## config.mk

```make
export PLATFORM = sky130hd
export DESIGN_NAME = action_selector
export DESIGN_NICKNAME = d
export VERILOG_FILES = /design/src/rtl/action_selector.sv
export SDC_FILE = /design/constraint.sdc
export NUM_CORES = 1
export LEC_CHECK = 0
export CAP_MARGIN = 10
export CELL_PAD_IN_SITES_DETAIL_PLACEMENT = 0
export CELL_PAD_IN_SITES_GLOBAL_PLACEMENT = 1
export CORE_MARGIN = 2
export CORE_UTILIZATION = 42
export DETAILED_ROUTE_END_ITERATION = 10
export PLACE_DENSITY_LB_ADDON = 0.25
export SYNTH_ARGS = -nofsm -noshare
export SYNTH_HDL_FRONTEND = slang
export SYNTH_SLANG_ARGS = --single-unit
```

## constraint.sdc

```tcl
create_clock -name clk -period 2.4 [get_ports clk]
set_input_delay 0.24 -clock clk [delete_from_list [all_inputs] [get_ports clk]]
set_output_delay 0.24 -clock clk [all_outputs]
set_load 0.03 [all_outputs]
```

## src/rtl/action_selector.sv

```systemverilog
// Picks an action for one state: greedy argmax over the state's Q-values, or epsilon-greedy exploration.
// Latency: start accepted on E0, done pulses on E(N_ACTIONS+1), so 5 edges for 4 actions.
// Backpressure: none; start is ignored while busy and accepted again in the DONE cycle.
module action_selector #(
  parameter  int DATA_W    = 16,
  parameter  int ADDR_W    = 6,
  parameter  int N_ACTIONS = 4,
  localparam int A_W       = $clog2(N_ACTIONS),
  localparam int S_W       = ADDR_W - A_W
) (
  input  logic                     clk,
  input  logic                     rst,
  input  logic                     start,
  input  logic [S_W-1:0]           state,
  input  logic [7:0]               epsilon,
  output logic                     busy,
  output logic                     done,
  output logic [A_W-1:0]           action,
  output logic signed [DATA_W-1:0] q_max,
  output logic                     explored,
  output logic                     ram_en,
  output logic [ADDR_W-1:0]        ram_rd_addr,
  input  logic signed [DATA_W-1:0] ram_data_out
);

  typedef enum logic [1:0] {S_IDLE, S_SCAN, S_DRAIN, S_DONE} fsm_t;

  fsm_t                     r_fsm;
  logic [7:0]               r_lfsr;
  logic [7:0]               r_snap;
  logic [7:0]               r_eps;
  logic                     r_rd_vld;
  logic [A_W-1:0]           r_rd_idx;
  logic signed [DATA_W-1:0] r_max;
  logic [A_W-1:0]           r_arg;

  logic                     w_lfsr_fb;
  logic                     w_take;
  logic signed [DATA_W-1:0] w_max;
  logic [A_W-1:0]           w_arg;
  logic                     w_last_addr;

  // Fibonacci taps for x^8+x^6+x^5+x^4+1
  assign w_lfsr_fb = r_lfsr[7] ^ r_lfsr[5] ^ r_lfsr[4] ^ r_lfsr[3];

  // First word of a scan loads unconditionally; later words replace only on strictly
  // greater, so ties keep the lowest action index.
  assign w_take = r_rd_vld && ((r_rd_idx == '0) || (ram_data_out > r_max));
  assign w_max  = w_take ? ram_data_out : r_max;
  assign w_arg  = w_take ? r_rd_idx : r_arg;

  assign w_last_addr = (ram_rd_addr[A_W-1:0] == A_W'(N_ACTIONS - 1));

  // Free-running LFSR, advances every cycle regardless of FSM state
  always_ff @(posedge clk or posedge rst) begin
    if (rst) begin
      r_lfsr <= 8'hA5;
    end else begin
      r_lfsr <= {r_lfsr[6:0], w_lfsr_fb};
    end
  end

  // Compare pipeline: RAM data arrives the cycle after ram_en, tagged with its action index
  always_ff @(posedge clk or posedge rst) begin
    if (rst) begin
      r_rd_vld <= 1'b0;
      r_rd_idx <= '0;
      r_max    <= '0;
      r_arg    <= '0;
    end else begin
      r_rd_vld <= ram_en;
      r_rd_idx <= ram_rd_addr[A_W-1:0];
      r_max    <= w_max;
      r_arg    <= w_arg;
    end
  end

  // Control FSM with registered outputs; DRAIN folds in the last word while publishing results
  always_ff @(posedge clk or posedge rst) begin
    if (rst) begin
      r_fsm       <= S_IDLE;
      r_snap      <= '0;
      r_eps       <= '0;
      busy        <= 1'b0;
      done        <= 1'b0;
      action      <= '0;
      q_max       <= '0;
      explored    <= 1'b0;
      ram_en      <= 1'b0;
      ram_rd_addr <= '0;
    end else begin
      case (r_fsm)
        S_IDLE, S_DONE: begin
          done <= 1'b0;
          if (start) begin
            r_snap      <= r_lfsr;
            r_eps       <= epsilon;
            busy        <= 1'b1;
            ram_en      <= 1'b1;
            ram_rd_addr <= {state, {A_W{1'b0}}};
            r_fsm       <= S_SCAN;
          end else begin
            r_fsm <= S_IDLE;
          end
        end
        S_SCAN: begin
          if (w_last_addr) begin
            ram_en      <= 1'b0;
            ram_rd_addr <= '0;
            r_fsm       <= S_DRAIN;
          end else begin
            ram_rd_addr <= ram_rd_addr + ADDR_W'(1);
          end
        end
        S_DRAIN: begin
          busy  <= 1'b0;
          done  <= 1'b1;
          q_max <= w_max;
          if (r_snap < r_eps) begin
            action   <= r_snap[A_W-1:0];
            explored <= 1'b1;
          end else begin
            action   <= w_arg;
            explored <= 1'b0;
          end
          r_fsm <= S_DONE;
        end
        default: r_fsm <= S_IDLE;
      endcase
    end
  end

endmodule

```

# Word level (Yosys, flattened, before mapping)
# Index checks and enable logic that the tools add are counted.
[word_totals]
ff_bits = 75
output_inout_bits = 28
latch_bits = 0
romBits = 0
word_cells = 53
ram_bits = 0
inputBits = 31
n_memories = 0
[op_classes]
n_mux = 15
mul = 0
n_bitwise = 3
n_eq_ne = 6
div = 0
shift = 0
n_addsub = 1
magnitude_cmp = 2
n_reduce_logical = 11
[op_table]
columns = ["operator", "n"]
rows = [
  ["> comparator 16 bit", 1],
  ["2-to-1 mux 16 bit", 1],
  ["2-to-1 mux 6 bit", 2],
  ["case mux 6 bit (2 select lines)", 1],
  ["< comparator 8 bit", 1],
  ["adder 6 x 1 -> 6 bit (second input constant)", 1],
  ["equality test 2 bit (second input constant)", 3],
  ["2-to-1 mux 2 bit", 3],
  ["case mux 1 bit (2 select lines)", 3],
  ["case mux 2 bit (3 select lines)", 1],
  ["AND reduction 2 bit", 3],
  ["zero test 2 bit", 2],
  ["2-to-1 mux 1 bit", 4],
  ["!= test 2 bit (second input constant)", 2],
  ["nonzero test 2 bit", 2],
  ["AND reduction 3 bit", 1],
  ["XOR 1 bit", 3],
  ["equality test 2 x 1 -> 1 bit (second input constant)", 1],
  ["OR reduction 2 bit", 1],
  ["logical AND 1 bit", 1],
  ["logical OR 1 bit", 1],
]

# Depth between registers and ports, before layout
[depth]
ltp_word = 5
mapped_depth = 10
ltp_nobuf = 8

# Worst setup path before layout
# OpenSTA, ideal clock, no wires.
[synth_timing]
kind = "register to register"
from = "reg r_max[5]"
to = "reg action[0]"
setup_slack_ns = 0.511
arrival_time_ns = 1.756
n_path_buf = 1
period_less_slack_ns = 1.889
stages_incl_launch_ff = 10
path_cell_list = "dfrtp_1 -> inv_1 -> ha_1 -> a21oi_1 -> o221ai_1 -> o2111ai_1 -> a21o_1 -> buf_6 -> mux2i_1 -> o211ai_1"
[synth_via]
elab_chain_len = 5
[synth_rtl]
columns = ["item", "line_no", "rtl"]
rows = [
  ["from (decl)", "34", "logic signed [DATA_W-1:0] r_max;"],
  ["from (signal assigned)", "73", "r_max <= w_max;"],
  ["> comparator 16 bit", "48", "assign w_take = r_rd_vld && ((r_rd_idx == '0) || (ram_data_out > r_max));"],
  ["logical OR 1 bit", "48", ""],
  ["logical AND 1 bit", "48", ""],
  ["2-to-1 mux 2 bit", "50", "assign w_arg = w_take ? r_rd_idx : r_arg;"],
  ["2-to-1 mux 2 bit", "119", "if (r_snap < r_eps) begin"],
  ["to (signal assigned)", "120", "action <= r_snap[A_W-1:0];"],
  ["to (signal assigned)", "123", "action <= w_arg;"],
  ["to (decl)", "18", "output logic [A_W-1:0] action,"],
]
# Every way passes these cells.
# A chain may end at the register's enable or synchronous reset.

# Worst setup path after layout
[layout_timing]
from = "reg r_max[7]"
to = "reg action[0]"
# The elaborated chain is that of the path after synthesis.

==> metrics.json <==
{
  "run_status": "finished clean",
  "hp-class": "in -> async",
  "design.die.area_sq_um": 9554,
  "synth_nets": 404,
  "vdd_ir_drop_max_mv": 0.5051,
  "vias_in_the_first_global_route": 2689,
  "clk_latency_ps": 340,
  "setup_repair_after_global_routing_missed_its_margin": "no",
  "final_cell_count_no_fill": 533,
  "crit_path_slowest_cell": "dfrtp_1",
  "clk_pin_slew_ps": 80,
  "floorplan.initialDensity_pct": 42.74,
  "die_width_um": 97.75,
  "finalHoldViolCount": 0,
  "synth-async-reset-ratio_pct": 100.0,
  "wl_um": 7383,
  "slew-limit-headroom_pct": 64.20,
  "antenna-diode-count": 0,
  "finalMaxSlewViolations": 0,
  "slowest_stage_delay_on_critical_path_ps": 380,
  "timing_worst_setup_path_type": "reg -> reg",
  "worstPathRequired_ps": 2610,
  "placedCellCount": 517,
  "cts-buffers-inserted": 9,
  "ys_ff_latch": 75,
  "power_density_nw_per_um2": 1279,
  "crit_buf_inv": 1,
  "floorplan.io_pins": 59,
  "number_of_clock_sinks": 75,
  "avgRoutedWirePerCell_um": 13.85,
  "route.antenna.remaining_nets": 0,
  "fin_crit_sh_pct": 92.21,
  "synth_cell_type_count": 45,
  "route.detailed.vias_per_inst": 5.034,
  "grt_max_degree": 31,
  "grt_antenna_before_repair": 0,
  "area_growth_syn_to_layout_pct": 26.75,
  "number_of_drc_violations_after_detailed_routing_iteration_0": 92,
  "crit_chain": "inv_1, ha_1, a21oi_1, o221ai_1, o2111ai_1, a21o_1, mux2i_1, o211ai_1",
  "yosys.area.top_type_share_pct": 48.14,
  "post-dp-hpwl_um": 5491,
  "dp_worst_setup_slack_ps": -83.73,
  "leakage_nw": 2.174,
  "globalRouteOverflowTotal": 0,
  "final_period_minus_worst_setup_slack_ps": 2213,
  "synth_enable_flop_cells": 0,
  "route.detailed.drc": 0,
  "drt_pass1_iterations": 4,
  "setup_violations_final": 0,
  "finalClockSkew_ps": 11.02,
  "maxCapViolations": 0,
  "syn_area_cell_sq_um": 10.67,
  "vias": 2683,
  "final.setup.worst_slack_ps": 187.0,
  "fraction_of_final_layout_cells_sized_beyond_drive_strength_1_pct": 17.41,
  "port_buffer_cells": 58,
  "finalNetCount": 478,
  "netlist_area_sq_um": 3691,
  "cts.repair_timing.setup_buffer_count": 0,
  "root_buffer": "clkbuf_8",
  "tns_ps": 0,
  "cp_launch_type": "flip-flop",
  "cts_tree": "built",
  "timing.critical_path.fanout_max": 5,
  "fmax_mhz": 451.9,
  "kind_of_cell_adding_the_most_delay_to_the_critical_path": "compound AO/OA/AOI/OAI gates",
  "wire_length_of_the_first_global_routing_pass_um": 12740,
  "global_route.usage.total_pct": 16.38,
  "critPathArrivalTime_ps": 2420,
  "row_count": 34,
  "yosysTopAreaCell": "dfrtp_1",
  "netlist_instances": 346,
  "synthTopCellsByArea": "dfrtp_1 (48%), ha_1 (9.2%), mux2_2 (5.2%)",
  "htreeDepth": 3,
  "die_height_um": 97.75,
  "tightest_slew_ps": 537.1,
  "placeable_area_sq_um": 8636,
  "yosysSeqAreaShare_pct": 50.98,
  "yosys_warnings": 0,
  "max-clock-path-buffers": 2,
  "cp-end-kind": "flip-flop",
  "yosys_most_used_dff": "dfrtp_1",
  "globalplace.congestion": 0.7754
}
[Yosys cell counts (6+ instances only)]
library cell,count
o21ai_0,25
dfrtp_1,71
nor2_1,25
nand3_2,10
nand2b_1,6
a21oi_1,11
nand2_1,32
clkbuf_1,6
a31oi_1,14
inv_1,33
ha_1,27
mux2_2,17
nand3_1,9
[what timing repair did]
action / CTS / global route
endpoints found under the hold margin: 0 / 0
hold buffers: 0 / 0
gates resized for setup: 0 / 2
setup endpoints to repair: 0 / 2
[worst paths after layout]
path	from	to	slack (ps)	cells past startpoint
min reg2reg	r_lfsr[6]	r_lfsr[7]	380	0
min	rst	r_lfsr[3]	240	2
max in group asynchronous	rst	r_lfsr[5]	1480	3
max reg2reg	r_max[7]	action[0]	190	8
max	r_max[7]	action[0]	190	8
min in group clk	r_lfsr[6]	r_lfsr[7]	380	0
[routing by layer]
metal  share of wire [%]  vias up  track usage [%]
met5                   0        -                0
met4                0.79        0            4.167
met3                 3.5        6            2.935
met2                  50       40            28.38
met1                  46     1291            21.41
li1                    -     1346                -
[final cells by class]
type / count / area (sq um)
clock buffer: 11 / 141.4
clock inverter: 5 / 52.55
fill: 803 / 3958
inverter: 33 / 123.9
multi-input combinational: 225 / 1599
sequential: 75 / 1882
tap: 108 / 135.1
timing repair buffer: 76 / 744.5
[through the flow]
stage               utilization, %  hold WS, ps  total power [mW]  instance area, sq um
floorplan                        -        351.0             4.064                  3691
global placement             51.83        363.3             5.040                  4476
detailed placement           51.83        362.7             5.075                  4476
CTS                          54.07        251.1             6.060                  4669
global route                 54.17        285.6             6.480                  4678
finish                       54.17        243.6             5.983                  4678
[layout by cell type, fill, tap and decap left out, types with 2 or more instances in the layout]
master | synthesis | layout
dfrtp_1 | 71 | 71
a21o_1 | 4 | 4
o211ai_1 | 5 | 5
o21ai_1 | 3 | 3
clkdlybuf4s50_1 | 0 | 58
mux2i_1 | 3 | 3
buf_4 | 0 | 15
nand2b_1 | 6 | 6
ha_1 | 27 | 27
nand2_1 | 32 | 32
nor2_1 | 25 | 25
nor2b_1 | 3 | 3
inv_1 | 33 | 32
xnor2_1 | 2 | 2
buf_12 | 1 | 2
dfstp_2 | 4 | 4
a211oi_2 | 1 | 2
a22o_1 | 2 | 2
nand3_1 | 9 | 9
a21oi_1 | 11 | 11
nor3_1 | 2 | 2
clkinv_2 | 0 | 3
nand3_2 | 10 | 10
a31oi_1 | 14 | 14
o21a_1 | 3 | 3
mux2_2 | 17 | 17
and2_1 | 3 | 3
o21ai_0 | 25 | 25
clkbuf_8 | 0 | 10
a31oi_2 | 3 | 3
[registers in the layout, summed over array words and instances, names as in the netlist, 2 cells and up]
register,cells
q_max,16
r_max,16
r_eps,8
r_lfsr,8
r_snap,8
ram_rd_addr,6
action,2
r_arg,2
r_fsm,2
r_rd_idx,2
[cells by family (layout without fill, tap and decap cells)]
| family | Yosys count | after routing | synth area share, % |
|---|---|---|---|
| and+or+nand+nor | 95 | 95 | 13.25 |
| AOI/OAI and AO/OA | 80 | 80 | 14.07 |
| DFF | 75 | 75 | 50.98 |
| buffers and inverters | 46 | 125 | 5.830 |
| adders and majority gates | 27 | 27 | 9.152 |
| muxes | 20 | 20 | 6.000 |
| xor gates and xnor gates | 3 | 3 | 0.7120 |
[report_power, final]
part	total, mW	internal [mW]	switching, mW
Clock	0.966	0.504	0.461
Sequential	2.00	1.71	0.283
Combinational	3.02	1.31	1.71
No activity file was read; power rests on OpenSTA's default activity.
